--- src/rtl/add64_seq.sv ---
// add64_seq: multi-cycle 64-bit adder.
// The sum (A + B + Cin) mod 2^64 is computed in four 16-bit slices, one per
// clock, with a registered carry between slices. Operands are captured on an
// accepted Start and the result is published on the completing edge.
//
// Ports:
//   Clk    in   1   system clock, rising edge
//   Reset  in   1   asynchronous active-low reset
//   Start  in   1   request, sampled only in IDLE
//   A, B   in  64   operands, captured on accepted Start
//   Cin    in   1   carry into bit 0, captured on accepted Start
//   Busy   out  1   high whenever not IDLE
//   Done   out  1   single-cycle completion pulse
//   out    out 64   sum register
//   Cout   out  1   carry out of bit 63
//   Ovf    out  1   two's-complement overflow
module add64_seq (
  input  logic        Clk,
  input  logic        Reset,
  input  logic        Start,
  input  logic [63:0] A,
  input  logic [63:0] B,
  input  logic        Cin,
  output logic        Busy,
  output logic        Done,
  output logic [63:0] out,
  output logic        Cout,
  output logic        Ovf
);

  typedef enum logic [1:0] {
    IDLE = 2'd0,
    RUN  = 2'd1,
    DONE = 2'd2
  } state_t;

  state_t      state_q;
  logic [63:0] a_q;
  logic [63:0] b_q;
  logic [47:0] psum_q;     // slices 0..2; slice 3 goes straight into out
  logic        carry_q;
  logic [1:0]  k_q;

  logic [15:0] a_sl;
  logic [15:0] b_sl;
  logic [16:0] slice_sum;

  always_comb begin
    a_sl      = a_q[{k_q, 4'b0000} +: 16];
    b_sl      = b_q[{k_q, 4'b0000} +: 16];
    slice_sum = {1'b0, a_sl} + {1'b0, b_sl} + {16'b0, carry_q};
  end

  always_ff @(posedge Clk or negedge Reset) begin
    if (!Reset) begin
      state_q <= IDLE;
      a_q     <= '0;
      b_q     <= '0;
      psum_q  <= '0;
      carry_q <= 1'b0;
      k_q     <= '0;
      Busy    <= 1'b0;
      Done    <= 1'b0;
      out     <= '0;
      Cout    <= 1'b0;
      Ovf     <= 1'b0;
    end else begin
      case (state_q)
        IDLE: begin
          if (Start) begin
            a_q     <= A;
            b_q     <= B;
            carry_q <= Cin;
            k_q     <= '0;
            Busy    <= 1'b1;
            state_q <= RUN;
          end
        end

        RUN: begin
          carry_q <= slice_sum[16];
          k_q     <= k_q + 2'd1;
          case (k_q)
            2'd0: psum_q[15:0]  <= slice_sum[15:0];
            2'd1: psum_q[31:16] <= slice_sum[15:0];
            2'd2: psum_q[47:32] <= slice_sum[15:0];
            default: begin
              // Final slice: publish the whole result in one edge so out
              // never shows a partially updated sum.
              out     <= {slice_sum[15:0], psum_q};
              Cout    <= slice_sum[16];
              Ovf     <= (a_q[63] == b_q[63]) && (slice_sum[15] != a_q[63]);
              Done    <= 1'b1;
              state_q <= DONE;
            end
          endcase
        end

        DONE: begin
          Done    <= 1'b0;
          Busy    <= 1'b0;
          state_q <= IDLE;
        end

        default: begin
          Done    <= 1'b0;
          Busy    <= 1'b0;
          state_q <= IDLE;
        end
      endcase
    end
  end

endmodule

--- config.mk ---
export PLATFORM = sky130hd
export DESIGN_NAME = add64_seq
export DESIGN_NICKNAME = d
export VERILOG_FILES = /design/src/rtl/add64_seq.sv
export SDC_FILE = /design/constraint.sdc
export NUM_CORES = 1
export LEC_CHECK = 0
export BUFFER_PORTS_ARGS = -buffer_cell sky130_fd_sc_hd__buf_2
export CORE_MARGIN = 4
export CORE_UTILIZATION = 55
export DETAILED_ROUTE_END_ITERATION = 8
export GPL_TIMING_DRIVEN = 1
export PLACE_DENSITY = 0.8
export SLEW_MARGIN = 20
export SYNTH_ARGS = -nofsm -noshare
export SYNTH_HDL_FRONTEND = slang
export SYNTH_SLANG_ARGS = --single-unit
--- constraint.sdc ---
create_clock -name Clk -period 3.5 [get_ports Clk]
set_input_delay 0.35 -clock Clk [delete_from_list [all_inputs] [get_ports Clk]]
set_output_delay 0.35 -clock Clk [all_outputs]
set_load 0.005 [all_outputs]
# Word-level counts from Yosys, hierarchy flattened
# Cells that the tools add are included.
# totals
reg_bits,249
ram_bits,0
latchBits,0
mem_count,0
mem_bits_ro,0
output_inout_bits,68
# classes
shifts,2
mul,0
bitwise,3
eq_ne,7
div_mod_pow,0
n_addsub,3
magnitude_cmp,0
reduce_logical,14
muxes,11
# ops
operator,n
$shiftx A64 B7 Y16,2
$reduce_and A2 Y1,9
$add A16 B16 Y17,1
$add A17 B1 Y17,1
$pmux W2 S2,2
$mux W2,3
$pmux W1 S2,3
$eq A2 B1 Y1 const B,2
$logic_not A2 Y1,2
$ne A2 B2 Y1 const B,2
$mux W1,3
$not A1 Y1,3
$reduce_or A3 Y1,1
$add A2 B1 Y2 const B,1
$eq A2 B2 Y1 const B,1
$reduce_bool A2 Y1,1
$eq A1 B1 Y1,1
$logic_and A1 B1 Y1,1
$ne A1 B1 Y1,1

# Logic depth before layout (Yosys ltp)
# Gate-level depths: netlist of run 1.
# depth
depth_word,5
depth_mapped,9

# Least setup slack after synthesis of run 1
# Ideal clock, no wire load.
# synth_path
path_kind,register -> register
startpoint,register k_q[0]
endpoint,register psum_q[14]
t_required_ns,3.371
stages_incl_launch_ff,10
setup_ns,0.129
n_path_buf,1
arrival_ns,3.027
setup_slack_ns,0.345
cell_sequence,dfrtp_1 buf_2 mux4_2 fa_1 fa_1 a211oi_1 o21ai_2 a2111oi_4 or4_1 nand3_1
# synth_via
elab_chain_len,3
elab_cells_between_ends,6
# synth_rtl
element,line,source
"start, declared",42,logic [1:0] k_q;
"start signal, assigned",82,k_q <= k_q + 2'd1;
"$shiftx A64 B7 Y16, on equally long branches","49, 50",
$add A16 B16 Y17,51,"slice_sum = {1'b0, a_sl} + {1'b0, b_sl} + {16'b0, carry_q};"
$add A17 B1 Y17,51,
"end signal, assigned",84,2'd0: psum_q[15:0] <= slice_sum[15:0];
"end, declared",40,logic [47:0] psum_q;
# Parallel ways exist; a longest one is shown, timed or not.
# A chain may end at the register's enable or synchronous reset.

# Final worst setup path of run 1
# layout_path
startpoint,register k_q[0]
endpoint,register psum_q[22]
# Same word-level chain as after synthesis.

==> results of run 1 <==
-- logic make-up after synthesis --
| kind of cell | synth area share [%] |
|---|---|
| buffers and inverters | 2.49 |
| AO/OA/AOI/OAI | 8.19 |
| flip-flops | 55.6 |
| XOR/XNOR | 0.547 |
| adder cells (fa/ha/maj) | 2.48 |
| multiplexers | 19.9 |
| AND/OR/NAND/NOR | 10.9 |
-- cell type report --
class / instances / area (um2) / area share [%]
clock buffer: 37 / 751 / 5.61
clock inverter: 8 / 123 / 0.917
inverter: 6 / 22.5 / 0.168
multi-input combinational: 612 / 4720 / 35.3
sequential: 249 / 6230 / 46.6
tap: 265 / 332 / 2.48
timing repair buffer: 218 / 1200 / 8.98
-- sequential cells by signal, summed over array words and instances, names as in the netlist --
| register | cells |
|---|---|
| Busy | 1 |
| Cout | 1 |
| Done | 1 |
| Ovf | 1 |
| a_q | 64 |
| b_q | 64 |
| carry_q | 1 |
| k_q | 2 |
| out | 64 |
| psum_q | 48 |
| state_q | 2 |
-- path summary, 6_finish.rpt --
path,slack [ps],cells after the start,endpoint
worst max-delay path,150,8,psum_q[22]
worst min-delay path,60,2,a_q[41]
worst max register to register,150,8,psum_q[22]
worst min register to register,470,2,out[24]
max in group asynchronous,2170,3,psum_q[18]
min in group asynchronous,420,2,out[36]
-- cell usage after synthesis, types with 3 or more instances --
library cell,number,area share (%)
or4_1,4,0.27
o211ai_1,18,1.2
and3_1,3,0.17
nand2b_1,4,0.22
mux2_2,134,13
ha_1,19,2.1
xnor2_1,4,0.31
nand3_1,12,0.54
a21o_1,9,0.60
a21oi_1,16,0.71
nor2_1,16,0.54
o31ai_1,12,0.80
o21a_1,6,0.40
mux4_2,32,6.4
xor2_1,3,0.23
buf_2,26,1.2
a211oi_1,3,0.20
o21ai_0,38,1.7
dfrtp_1,249,56
o2111ai_1,4,0.31
nand2_1,222,7.4
clkbuf_1,18,0.60
nand4_1,4,0.22
inv_1,6,0.20
and2_1,6,0.33
-- stage by stage --
stage / area [um2] / instances
finish: 13400 / 1395
global route: 13400 / 1395
CTS: 13400 / 1395
detailed placement: 12500 / 1349
global placement: 12500 / 1349
floorplan: 11200 / 917
-- worst max-delay path: stages, from the launching register on --
cell,delay [ps]
dfrtp_2,490
mux4_2,550
fa_1,440
fa_1,450
a211oi_2,360
o21bai_1,200
a21oi_1,210
xor2_1,350
o21ai_0,160
-- metal layers --
layer / vias up / wire length (um) / share of wire [%] / GRT usage (%)
li1: 3640 / - / - / -
met1: 3932 / 11500 / 43 / 33.7
met2: 273 / 12500 / 47 / 38.1
met3: 52 / 2140 / 8.0 / 6.01
met4: 4 / 528 / 2.0 / 5.17
met5: - / 14 / 0.052 / 0
-- what timing repair did --
| item | CTS | global route |
|---|---|---|
| hold endpoints to repair | 87 | 0 |
| endpoints found under the setup margin | 0 | 14 |
| hold buffers | 1 | 0 |
| resized for setup | 0 | 1 |
==> metrics.md, run 1 <==
| Metric | Value |
|---|---|
| Die Y | 151 um |
| Pin count of the biggest net entering global routing | 92 |
| Diode count | 0 |
| Crit path capture type | register |
| CP required | 3870 ps |
| WL/cell | 19.2 um |
| Nets@finish | 1265 |
| Hold Vio Cnt, Final | 0 |
| Max Slew Vio Count | 0 |
| Util after Layout | 67.6% |
| Cts bufs inserted | 25 |
| Mapped Cells | 917 |
| Initial Util | 56.7% |
| Die Area | 22700 um2 |
| WP data arrival | 3730 ps |
| Core Area | 19800 um2 |
| Fillers | 1457 |
| Setup WS post-layout | 148 ps |
| Asr flop ratio synth | 100% |
| H-tree depth | 1 |
| Total Wirelength | 26700 um |
| Critical Path Start | k_q[0] |
| Post-Place Worst Slack | 95.1 ps |
| Status | completed |
| Root buf cell | clkbuf_16 |
| Setup TNS | 0 ps |
| Ys Warns | 0 |
| Fin crit period | 3350 ps |
| GP Congestion | 0.920 |
| Die span in x | 151 um |
| Vias | 7901 |
| Commonest non-fill, non-tap cell in the layout | dfrtp_1 |
| Initial antenna violation count | 2 |
| Vias per std cell | 5.66 |
| Post-synth EDFFs | 0 |
| Setup Buffers After CTS | 0 |
| First-pass GRT wire length | 43000 um |
| CTS max path bufs | 3 |
| Final hold slack | 57.5 ps |
| GRT Residual Overflow | 0 |
| WS Path Type | register to register |
| Vias in the first global route | 8123 |
| Hold WC Path Type | input port to register |
| Syn_nets | 1070 |
| Min-delay src | A[41] |
| CP max FO | 6 |
| I/O Buffers | 199 |
| Tcrit/Tclk final | 95.8% |
| Max Fclk | 298 MHz |
| Drt first pass iters | 5 |
| Initial DRC Count | 507 |
| Synth cell types | 64 |
| HPWL after DPL | 18800 um |
| Clock Pin Slew Worst Setup and Hold Paths | 60 ps |
| Slew @ Worst Pin | 703 ps |
| Commonest non-fill, non-tap cells in the layout | dfrtp_1, nand2_1, buf_2, mux2_2, o21ai_0 |
| Area Growth Syn to Fin | 19.3% |
| Synthesized area per cell | 12.2 um2 |
| CTS tree | yes |
| Clock Latency Late Sink | 520 ps |
| CTS sink cnt | 249 |
| Share of cells above drive strength 1 | 39.5% |
| #FFs+latches synth | 249 |
| Synthesized area | 11200 um2 |
| GR Util All Layers | 23.9% |
| RSZ-0062 raised after global routing | false |
| Io pins | 200 |
| Core Rows | 51 |
| Final setup violation count | 0 |
| Max cap viols | 0 |
| Clk_skew | 14.5 ps |
| Max-slew headroom | 53.1% |
| Worst r2r src | k_q[0] |
| Worst setup SP type | register |
| Sequential-to-total area share from yosys stat | 55.6% |
| Antenna violation net count after detailed routing | 0 |
| DRC | 0 |
| Post-synth top flop | dfrtp_1 |
Power of run 1 is left out: the tool's default activity adds up to more than one toggle a clock period on the data nets, which glitch-free logic cannot reach.
==> run 2, diff against run 1 <==
--- a/config.mk
+++ b/config.mk
@@ -7,10 +7,11 @@
 export LEC_CHECK = 0
 export BUFFER_PORTS_ARGS = -buffer_cell sky130_fd_sc_hd__buf_2
 export CORE_MARGIN = 4
-export CORE_UTILIZATION = 55
+export CORE_UTILIZATION = 35
 export DETAILED_ROUTE_END_ITERATION = 8
 export GPL_TIMING_DRIVEN = 1
-export PLACE_DENSITY = 0.8
+export PLACE_DENSITY = 0.55
+export SKIP_CTS_REPAIR_TIMING = 1
 export SLEW_MARGIN = 20
 export SYNTH_ARGS = -nofsm -noshare
 export SYNTH_HDL_FRONTEND = slang
==> run 2 against run 1 <==
Effect of this change:
- hold slack worse by 22 ps
- final area increased by 2.2%
- via count decreased by 3.4%
- clock-buffer cell count is 5 higher
- largest cell class unchanged
==> metrics.md, run 2 (same netlist as run 1, synthesis figures left out) <==
| Metric | Value |
|---|---|
| Status | completed |
| Antenna violation net count after detailed routing | 0 |
| CTS sink cnt | 249 |
| WS Path Type | register to register |
| CTS tree | yes |
| Die span in x | 187 um |
| Nets@finish | 1270 |
| Initial DRC Count | 400 |
| Io pins | 200 |
| Post-DP Area | 12700 um2 |
| WP data arrival | 3700 ps |
| Max-slew headroom | 41.6% |
| Post-Place Worst Slack | -2.27 ps |
| R2R setup slack | 210 ps |
| Largest registers | a_q (64), b_q (64), out (64) |
| RSZ-0062 raised after global routing | false |
| Share of cells above drive strength 1 | 39.9% |
| Core Rows | 65 |
| Tcrit/Tclk final | 94.1% |
| Worst setup SP type | register |
| First-pass GRT wire length | 45500 um |
| Fin crit period | 3290 ps |
| CP max FO | 8 |
| Pin count of the biggest net entering global routing | 130 |
| Final hold slack | 35.9 ps |
| GRT Residual Overflow | 0 |
| Hold WC Path Type | input port to register |
| Root buf cell | clkbuf_16 |
| GP Congestion | 0.802 |
| Dpl cells | 1486 |
| Vias per std cell | 4.93 |
| Slew @ Worst Pin | 876 ps |
| I/O Buffers | 199 |
| HPWL after DPL | 20000 um |
| Drt first pass iters | 4 |
| Commonest non-fill, non-tap cells in the layout | dfrtp_1, nand2_1, buf_2, mux2_2, o21ai_0 |
| Max cap viols | 0 |
| Total Wirelength | 28000 um |
| Setup WS post-layout | 207 ps |
| Top cell by count, worst path | fa_1 |
| GR Util All Layers | 15.9% |
| H-tree depth | 1 |
| WL/cell | 18.1 um |
| Crit-path max cell delay | 540 ps |
| Max Fclk | 304 MHz |
| Hold Vio Cnt, Final | 0 |
| Clock Latency Late Sink | 540 ps |
| CTS max path bufs | 3 |
| Die Y | 187 um |
| Slowest CP cell | mux4_2 |
| Vias in the first global route | 8036 |
| Core Area | 31600 um2 |
| Crit path capture type | register |
| DRC | 0 |
| Area Growth Syn to Fin | 21.9% |
| Max Slew Vio Count | 0 |
| Critical path cell sequence | mux4_2 -> fa_1 -> fa_1 -> a211oi_2 -> o21ai_2 -> a2111oi_4 -> buf_4 -> or4_1 -> nand3_1 |
| Final Cell Area | 13700 um2 |
| Initial Util | 35.5% |
| Initial antenna violation count | 14 |
| Commonest non-fill, non-tap cell in the layout | dfrtp_1 |
| Die Area | 35000 um2 |
| Non-filler cells, final | 1547 |
| Vias | 7633 |
| Clk_skew | 17.1 ps |
| Cts bufs inserted | 29 |
| CP required | 3910 ps |
| Final setup violation count | 0 |
| Clock Pin Slew Worst Setup and Hold Paths | 60 ps |
run 2: cell types whose count changed in the layout (fill, tap and decap cells not counted), moves of 2 or more:
cell and delta:
clkinvlp_4 +3, clkbuf_8 -2, diode_2 +6, clkbuf_16 +4, clkinv_2 +2, clkbuf_1 +3
run 2: routing by layer:
metal | up-vias | routed length (um) | track usage [%]
li1 | 3659 | - | -
met1 | 3715 | 13200 | 22.9
met2 | 186 | 12000 | 23.7
met3 | 55 | 2050 | 5.11
met4 | 18 | 546 | 3.21
met5 | - | 131 | 0
run 2: through the flow:
stage | TNS (ps) | utilization (%)
after detailed placement | -2.27 | 40.2
after global placement | 0 | 40.2
after global routing | 0 | 43.3
final | 0 | 43.3
after CTS | -156 | 43.2
after floorplan | 0 | -
run 2: critical path: cells and delay by family, from the launching register on:
kind,cells,cell delay [ps]
flops,1,470
simple gates,2,170
mux,1,540
compound gates,3,880
fa+ha+maj,2,900
buf+inv,1,200
run 2: final timing paths:
path | from | endpoint | depth (start not counted)
max in group asynchronous | Reset | psum_q[26] | 3
worst max register to register | k_q[0] | psum_q[14] | 9
min in group asynchronous | Reset | out[39] | 2
worst min-delay path | B[57] | b_q[57] | 2
worst min register to register | psum_q[33] | out[33] | 2
worst max-delay path | k_q[0] | psum_q[14] | 9
run 2: layout make-up:
cell class,count,area [um2]
Antenna cell,6,15.0
Clock buffer,42,835
Clock inverter,11,116
Fill cell,3044,17900
Inverter,6,22.5
Multi-Input combinational cell,612,4730
Sequential cell,249,6230
Tap cell,402,503
Timing Repair Buffer,219,1220
Power of run 2 is left out for the same reason.
==> run 3, diff against run 2 <==
--- a/config.mk
+++ b/config.mk
@@ -5,12 +5,14 @@
 export SDC_FILE = /design/constraint.sdc
 export NUM_CORES = 1
 export LEC_CHECK = 0
-export BUFFER_PORTS_ARGS = -buffer_cell sky130_fd_sc_hd__buf_2
 export CORE_MARGIN = 4
 export CORE_UTILIZATION = 35
 export DETAILED_ROUTE_END_ITERATION = 8
+export DONT_BUFFER_PORTS = 1
 export GPL_TIMING_DRIVEN = 1
-export PLACE_DENSITY = 0.55
+export PLACE_DENSITY = 0.5
+export RECOVER_POWER = 50
+export REMOVE_ABC_BUFFERS = 1
 export SKIP_CTS_REPAIR_TIMING = 1
 export SLEW_MARGIN = 20
 export SYNTH_ARGS = -nofsm -noshare
==> run 3 against run 2 <==
Effect of this change:
- the flow now finishes with violations (negative hold slack)
- setup slack worse by 27 ps
- die area unchanged
- hold slack lost 530 ps
- clock-buffer cell count shrank 1
==> metrics.md, run 3 (same netlist as run 1, synthesis figures left out) <==
| Metric | Value |
|---|---|
| Fillers | 2928 |
| WS Path Type | register to register |
| GRT Residual Overflow | 0 |
| Max VDD drop | 0.000607 V |
| Initial Util | 35.5% |
| CP required | 3910 ps |
| Fin crit period | 3320 ps |
| Setup WS post-layout | 180 ps |
| Final setup violation count | 0 |
| Max Fclk | 301 MHz |
| DRC | 0 |
| CTS tree | yes |
| CP max FO | 8 |
| Area Growth Syn to Fin | 23.7% |
| Hold WC Path Type | input port to asynchronous set/reset pin |
| Die Area | 35000 um2 |
| Failing checks | negative hold slack |
| Vias in the first global route | 7124 |
| First-pass GRT wire length | 43400 um |
| PD cells | 1240 nW/um2 |
| Tcrit/Tclk final | 94.9% |
| HPWL after DPL | 18700 um |
| WL/cell | 19.2 um |
| GP Congestion | 0.782 |
| Core Rows | 65 |
| Antenna violation net count after detailed routing | 0 |
| Io pins | 200 |
| Max cap viols | 0 |
| Post-DP Area | 11600 um2 |
| Root buf cell | clkbuf_16 |
| Largest registers | a_q (64), b_q (64), out (64) |
| Die Y | 187 um |
| CTS sink cnt | 249 |
| Vias | 7363 |
| Core Area | 31600 um2 |
| WP data arrival | 3730 ps |
| H-tree depth | 1 |
| Leak | 0.00607 uW |
| Post-Place Worst Slack | 27.2 ps |
| Commonest non-fill, non-tap cells in the layout | dfrtp_1, nand2_1, mux2_2, dlygate4sd3_1, o21ai_0 |
| I/O Buffers | 0 |
| Slew @ Worst Pin | 810 ps |
| Crit path capture type | register |
| Vias per std cell | 5.03 |
| RSZ-0062 raised after global routing | false |
| GR Util All Layers | 15.5% |
| Clk_skew | 24.7 ps |
| Final Cell Area | 13900 um2 |
| Nets@finish | 1193 |
| Cts bufs inserted | 29 |
| Worst setup SP type | register |
| Commonest non-fill, non-tap cell in the layout | dfrtp_1 |
| Final hold slack | -496 ps |
| Die span in x | 187 um |
| Initial DRC Count | 369 |
| Max Slew Vio Count | 0 |
| Drt first pass iters | 5 |
| Setup TNS | 0 ps |
| Pin count of the biggest net entering global routing | 250 |
| Share of cells above drive strength 1 | 23.9% |
| Status | finished with violations |
| CTS max path bufs | 3 |
| Hold Vio Cnt, Final | 249 |
| Initial antenna violation count | 1 |
| Clock Latency Late Sink | 550 ps |
| Total Wirelength | 28100 um |
| Max-slew headroom | 46.0% |
| Clock Pin Slew Worst Setup and Hold Paths | 60 ps |
run 3: changes by cell type in the layout (fill, tap and decap cells not counted), moves of 2 or more:
| cell | before | now |
|---|---|---|
| clkinvlp_4 | 3 | 1 |
| clkinv_2 | 5 | 7 |
| clkbuf_8 | 6 | 9 |
| buf_4 | 14 | 10 |
| dlygate4sd3_1 | 1 | 128 |
| buf_2 | 198 | 0 |
| diode_2 | 6 | 1 |
| clkbuf_1 | 7 | 3 |
run 3: per-layer routing:
layer  wire length [um]  track usage (%)  share of wire (%)
met4                493             3.19                1.8
met2              12800             23.7                 45
met1              13300             21.3                 47
met5                  0                0                  0
met3               1560             5.88                5.6
run 3: layout make-up:
cell class / instances / area [um2] / area share, %
sequential: 249 / 6230 / 44.9
multi-input combinational: 612 / 4740 / 34.1
timing repair buffer: 142 / 1440 / 10.4
clock buffer: 41 / 861 / 6.20
tap: 402 / 503 / 3.62
clock inverter: 10 / 81.3 / 0.586
inverter: 6 / 22.5 / 0.162
antenna: 1 / 2.50 / 0.0180
run 3: metrics by stage:
| step | utilization [%] | std cells | power (uW) |
|---|---|---|---|
| final | 44.0 | 1463 | 17200 |
| after CTS | 39.8 | 1333 | 17100 |
| after detailed placement | 36.8 | 1282 | 14100 |
| after global placement | 36.8 | 1282 | 14000 |
| after floorplan | - | 867 | 11400 |
| after global routing | 44.0 | 1463 | 18600 |
run 3: critical path: stages, from the launching register on:
cell and delay, ps:
dfrtp_2 440, mux4_2 530, fa_1 490, fa_1 470, a211oi_2 350, o21ai_2 150
a2111oi_4 350, buf_4 200, or4_1 120, nand3_1 60
run 3: report_power, final:
| group | switching [uW] | internal (uW) | leakage, uW |
|---|---|---|---|
| sequential | 874 | 4320 | 0.00303 |
| clock | 1190 | 1770 | 0.000472 |
| combinational | 5100 | 3900 | 0.00257 |
run 3: final timing paths:
kind | start | end | slack [ps] | depth (start not counted)
worst max-delay path | k_q[0] | psum_q[14] | 180 | 9
worst min-delay path | Reset | a_q[35] | -500 | 0
worst max register to register | k_q[0] | psum_q[14] | 180 | 9
worst min register to register | psum_q[11] | out[11] | 460 | 2
max in group asynchronous | Reset | out[22] | 3440 | 0
min in group Clk | Start | state_q[0] | 120 | 2
Note: power is estimated with default switching activity, not from simulation.
